### config.mk
export PLATFORM = sky130hd
export DESIGN_NAME = mem_stage_responder
export DESIGN_NICKNAME = d
export VERILOG_FILES = /design/src/rtl/mem_stage_responder.sv
export SDC_FILE = /design/constraint.sdc
export NUM_CORES = 2
export LEC_CHECK = 0
export ABC_AREA = 1
export CAP_MARGIN = 10
export CORE_MARGIN = 2
export CORE_UTILIZATION = 45
export DETAILED_ROUTE_END_ITERATION = 8
export GPL_TIMING_DRIVEN = 0
export PLACE_DENSITY = 0.68
export SYNTH_ARGS = -nofsm -noshare
export SYNTH_HDL_FRONTEND = slang
export SYNTH_SLANG_ARGS = --single-unit
### constraint.sdc
create_clock -name clk -period 4.4 [get_ports clk]
set_input_delay 0.88 -clock clk [delete_from_list [all_inputs] [get_ports clk]]
set_output_delay 0.88 -clock clk [all_outputs]
set_load 0.005 [all_outputs]
### src/rtl/mem_stage_responder.sv
// Data-memory responder for the MEM stage: serves level-held read/write requests after WAIT_CYCLES wait states.
// Optional out-of-range detection with an addr_err pulse when MEM_RESP_BOUNDS_CHECK_EN is defined.
module mem_stage_responder #(
  parameter int DEPTH       = 64,
  parameter int BASE_ADDR   = 1024,
  parameter int WAIT_CYCLES = 5
) (
  input  logic        clk,
  input  logic        rst,
  input  logic        MEM_R_EN,
  input  logic        MEM_W_EN,
  input  logic [31:0] ALU_Res,
  input  logic [31:0] VAL_Rm,
  output logic [31:0] MEM_Res,
  output logic        ready
`ifdef MEM_RESP_BOUNDS_CHECK_EN
  ,
  output logic        addr_err
`endif
);

  localparam int IDX_W = $clog2(DEPTH);
  localparam int CNT_W = $clog2(WAIT_CYCLES + 1);
  localparam logic [CNT_W-1:0] CNT_LAST = CNT_W'(WAIT_CYCLES - 1);

  typedef enum logic [1:0] {IDLE, BUSY, DONE} state_t;

  state_t           state;
  state_t           state_nxt;
  logic [CNT_W-1:0] cnt;
  logic [CNT_W-1:0] cnt_nxt;
  logic             req;
  logic             finish;
  logic             wr_commit;
  logic             rd_commit;
  logic [31:0]      offset;
  logic [IDX_W-1:0] idx;
  logic             oob;
  logic             unused_bits;
  logic [31:0]      mem [DEPTH];

  assign req    = MEM_R_EN | MEM_W_EN;
  assign offset = ALU_Res - 32'(BASE_ADDR);
  assign idx    = offset[IDX_W+1:2];

`ifdef MEM_RESP_BOUNDS_CHECK_EN
  // DEPTH is a power of two, so any set bit above the index field means index >= DEPTH.
  assign oob = (ALU_Res < 32'(BASE_ADDR)) | (|offset[31:IDX_W+2]);
`else
  assign oob = 1'b0;
`endif

  assign unused_bits = ^{offset[1:0], offset[31:IDX_W+2]};

  always_ff @(posedge clk) begin
    if (rst) begin
      state <= IDLE;
      cnt   <= '0;
    end else begin
      state <= state_nxt;
      cnt   <= cnt_nxt;
    end
  end

  always_comb begin
    state_nxt = state;
    cnt_nxt   = '0;
    case (state)
      IDLE: begin
        if (req) state_nxt = BUSY;
      end
      BUSY: begin
        if (!req) begin
          state_nxt = IDLE;
        end else if (cnt == CNT_LAST) begin
          state_nxt = DONE;
        end else begin
          cnt_nxt = cnt + CNT_W'(1);
        end
      end
      DONE:    state_nxt = IDLE;
      default: state_nxt = IDLE;
    endcase
  end

  // A request that reads and writes at once behaves as a write only.
  always_comb begin
    ready     = (state == DONE) | ~req;
    finish    = (state == BUSY) & req & (cnt == CNT_LAST);
    wr_commit = finish & MEM_W_EN & ~oob & ~rst;
    rd_commit = finish & MEM_R_EN & ~MEM_W_EN;
  end

  always_ff @(posedge clk) begin
    if (wr_commit) mem[idx] <= VAL_Rm;
  end

  always_ff @(posedge clk) begin
    if (rst) begin
      MEM_Res <= '0;
    end else if (rd_commit) begin
      MEM_Res <= oob ? 32'h0 : mem[idx];
    end
  end

`ifdef MEM_RESP_BOUNDS_CHECK_EN
  always_ff @(posedge clk) begin
    if (rst) begin
      addr_err <= 1'b0;
    end else begin
      addr_err <= finish & oob;
    end
  end
`endif

endmodule

**Word level (Yosys, flattened, before mapping)**

Memory sizes are Yosys's and may differ from the RTL's. A register that Yosys moved wholly into a read port is not among the register bits.
Index checks and enable logic that the tools add are counted.

- Bits in registers: 5
- Bits in latches: 0
- Memory bits (writable): 2048
- Memory bits (read-only): 0
- Input port bits: 68
- Output and inout bits: 33
- Logic and storage cells: 31
- Memories: 1

- Add/subtract/negate cells: 2
- Multiply operators: 0
- Divide/modulo/power cells: 0
- Order comparisons: 0
- Equality and inequality tests: 5
- Shift operators: 0
- Mux-type cells: 6
- Bitwise operators: 12
- Reductions and logical operators: 3

Memories:

| name | depth | width | read ports | clocked after memory_dff | write ports | line | RTL |
|---|---|---|---|---|---|---|---|
| mem | 64 | 32 | 1 | 1 | 1 | 40 | `logic [31:0] mem [DEPTH];` |

Operators by type and width:

| kind | count |
|---|---|
| 8-bit by 1-bit subtractor with 8-bit output (second input constant) | 1 |
| 1-bit bitwise AND | 6 |
| 2-bit two-way mux | 3 |
| 1-bit NOT | 4 |
| 2-bit one-hot mux with 2 select lines | 1 |
| 4-bit OR reduction | 1 |
| 3-bit by 1-bit adder with 3-bit output (second input constant) | 1 |
| 3-bit == test (second input constant) | 1 |
| 3-bit by 2-bit inequality test with 1-bit output (second input constant) | 1 |
| 2-bit by 1-bit == test with 1-bit output (second input constant) | 1 |
| 2-bit == test (second input constant) | 1 |
| 2-bit zero test | 1 |
| 1-bit two-way mux | 2 |
| 2-bit inequality test (second input constant) | 1 |
| 1-bit bitwise OR | 2 |
| 2-bit AND reduction | 1 |

**Longest topological paths before layout**

- Word-level depth: 7
- Gate-level depth with buffers: 17

**Least setup slack after synthesis**

Ideal clock, no wire load.

- Path kind: input -> register
- From: in MEM_R_EN
- To: mem mem[0][0], enable pin
- Setup time: 421 ps
- Arrival: 3230 ps
- Slack: 749 ps
- Stages: 7
- Path through: or2_1 -> nand2_1 -> nor2_1 -> nand2_1 -> nor3_2 -> nand3_1 -> nor2_1

- Word-level cells in the longest chain between the ends: 7

RTL lines:

| element | line | RTL |
|---|---|---|
| start: declaration | 10 | `input logic MEM_R_EN,` |
| 1-bit bitwise OR | 42 | `assign req = MEM_R_EN \| MEM_W_EN;` |
| 1-bit bitwise AND (2 in a row) | 89 | `finish = (state == BUSY) & req & (cnt == CNT_LAST);` |
| 1-bit bitwise AND (2 in a row) | 90 | `wr_commit = finish & MEM_W_EN & ~oob & ~rst;` |
| 1-bit two-way mux | 95 | `if (wr_commit) mem[idx] <= VAL_Rm;` |
| 1-bit two-way mux (implied by the code) | 95 |  |
| end: declaration | 40 |  |

Every way passes these cells.

**Final worst setup path**

- From: in MEM_R_EN
- To: mem mem[3][10], enable pin

Same word-level chain as after synthesis.

==> reports/qor.txt <==
Reg power frac: 52.0%
#FFs+latches synth: 2085
max-cap viol count: 0
period utilisation layout: 96.2%
initial antenna violation count: 21
most common cell in the netlist: nand2_1
DRT Pass-1 Iters: 8
GRT busiest layer: met2
Pleak: 41.5 nW
met3 usage: 6.56%
P per Cell Area: 418 mW/mm^2
Req. time, crit path: 4960 ps
Yosys cell types: 25
Vias/cell: 5.37
post-route clock skew: 54.3 ps
Final Hold Fails: 0
hold slack: 248 ps
Setup-failing EPs final: 0
GP Congestion: 1.00
crit path from: MEM_R_EN
crit path kind: in -> reg
die area: 0.198 sq mm
largest fanout on the critical path: 20
Hold Crit Depth: 1
worst IR drop on VDD: 368 uV
global-route wire length before repair: 400 mm
Avg Cell Area, Syn: 10.2 sq um
Detailed Route Iter0 Violations: 8620
post-DP HPWL: 192 mm
# DRC: 0
Final Critical Period: 4230 ps
fraction of registers with async set/reset: 0%
Post-Syn Instances: 8603
register area share after synthesis: 71.3%
Yosys warnings: 0
clk buf depth: 3
post-synthesis cell area: 0.0874 sq mm
HP Start: VAL_Rm[22]
Post-CTS Setup Inserts: 0
clock network power share: 41.4%
CTS buffer count: 205
Area contributors post-synth: edfxtp_1 70%, nand2_1 24%, buf_2 1.0%
Reg clk slew, reported paths: 60 ps
grt ovf: 0
path depth of the worst reg2reg path: 9
# clock sinks: 2085
Worst R2R Start: cnt[0]
Slew Viols, Final: 0
Die H: 445 microns
combinational share of power: 6.6%
gr usage total: 28.2%
met2 Use GR: 43.3%
Arrival @ worst endpoint: 4790 ps
Int Pwr: 32.0 mW
I/O pins: 101
routed len/inst: 24.1 microns
Initial Utilization: 45.3%
die width: 445 microns
cell area after placement: 0.0936 sq mm
RSZ-0062 raised after global routing: no
Routed Antenna Nets: 0
Synth Net Count: 8673
Reg-to-Reg End: mem[3][10]
finished layout cell area: 0.100 sq mm
largest area contributor in the netlist: edfxtp_1
Slew Limit Headroom: 3.92%
met1 track demand over resource: 37.0%
net switching power of the design: 9.92 mW
Detailed Route WL: 282 mm
Synth top cells by count: 5684 x nand2_1, 2048 x edfxtp_1, 211 x nor2_1
Hold Buf Count CTS: 0
layout cells sized above 1: 7.93%
status: complete, no violations
fmax: 236 MHz
Post-synth EDFFs: 2048
Place WS: -624 ps
crit end category: register
Skew-Pair Late Insertion Delay: 890 ps
Yosys top cell area share: 70.4%
R2R setup slack: 340 ps
Resized Gates After CTS: 0
Post-synth top flop: edfxtp_1
Hold Crit Class: in -> reg
H-Tree Depth: 4
core area: 0.193 sq mm
via count: 62700
Finished Core Util: 52.0%
vias in the first global route: 58900
Port Buf Inserts: 72
# nets final: 9045
Switching Fraction: 23.7%
startpoint types: input pin
final setup margin: 169 ps
FP Rows: 161
actual slew at the worst max-slew pin: 1440 ps
CTS root buf: clkbuf_16
Hold Path Sink: mem[25][22]
largest net degree at the start of global routing: 65
TritonCTS clock tree: yes
Syn-to-layout area delta: 14.7%
[cells by family after synthesis]
| kind of cell | after synthesis | share of synthesized area, % |
|---|---|---|
| adder cells (fa/ha/maj) | 2 | 0.0286 |
| flip-flops | 2085 | 71.3 |
| XOR/XNOR | 1 | 0.0100 |
| buffers and inverters | 520 | 2.73 |
| AO/OA/AOI/OAI | 31 | 0.201 |
| AND/OR/NAND/NOR | 5964 | 25.8 |
[metrics by stage]
stage | std cells | TNS, ps | total power [mW]
2_1_floorplan | 8603 | 0 | 23.5
3_3_place_gp | 11200 | -4060140 | 24.8
3_5_place_dp | 11300 | -457890 | 24.9
4_1_cts | 11700 | 0 | 41.9
5_1_grt | 11700 | 0 | 42.9
6_report | 11700 | 0 | 41.9
[placed cells by master (no fill, tap or decap), drive strengths merged]
cell | synthesis | layout
ha | 2 | 2
nand3 | 54 | 54
clkdlybuf4s50 | 0 | 40
nor3 | 9 | 9
nand2 | 5684 | 5684
o211ai | 8 | 8
nand3b | 1 | 1
or2 | 4 | 4
clkbuf | 171 | 423
diode | 0 | 5
clkinv | 0 | 94
xnor2 | 1 | 1
inv | 92 | 101
bufinv | 0 | 16
nand4 | 1 | 1
edfxtp | 2048 | 2048
a21oi | 10 | 10
dfxtp | 37 | 37
clkinvlp | 0 | 6
nor2 | 211 | 211
buf | 257 | 382
o21ai | 13 | 13
[final cells by class]
cell class	count	area, sq um
multi-input combinational	5998	23200
clock buffer	252	5310
tap	2526	3160
antenna	5	12.5
clock inverter	125	1300
buffer	428	2040
fill	16500	92600
timing repair buffer	165	2590
sequential	2085	62200
inverter	92	348
[state kept, by name (all words and copies together) (netlist names)]
signal   flops
state        2
MEM_Res     32
mem       2048
cnt          3
[worst max-delay path, stage by stage]
cell and delay [ps]:
clkdlybuf4s50_1 470, or2_1 130, nand2_1 60, nor2_1 150, nand2_1 110, nor3_2 740, nand3_1 890, nor2_4 1070
buf_16 260
[metal layers]
layer | share of wire [%] | up-vias
met5 | 0.012 | -
met2 | 44 | 3629
met3 | 12 | 612
met1 | 37 | 29900
met4 | 6.2 | 6
li1 | - | 28500
[worst max path at each step]
stage	cells after the start	slack, ps	end
after detailed placement	9	-620	mem[3][21]
after global placement	8	-2520	mem[5][12]
after CTS	9	280	mem[3][10]
final	9	170	mem[3][10]
after global routing	9	120	mem[3][10]
after floorplan	7	750	mem[0][0]
[power groups by stage]
stage	combinational (mW)	clock, mW	sequential, mW
2_1_floorplan	1.30	0	22.2
3_3_place_gp	2.56	0	22.3
3_5_place_dp	2.68	0	22.2
4_1_cts	2.69	17.4	21.8
5_1_grt	2.95	18.2	21.8
6_report	2.76	17.4	21.8
(Power assumes the default switching activity.)
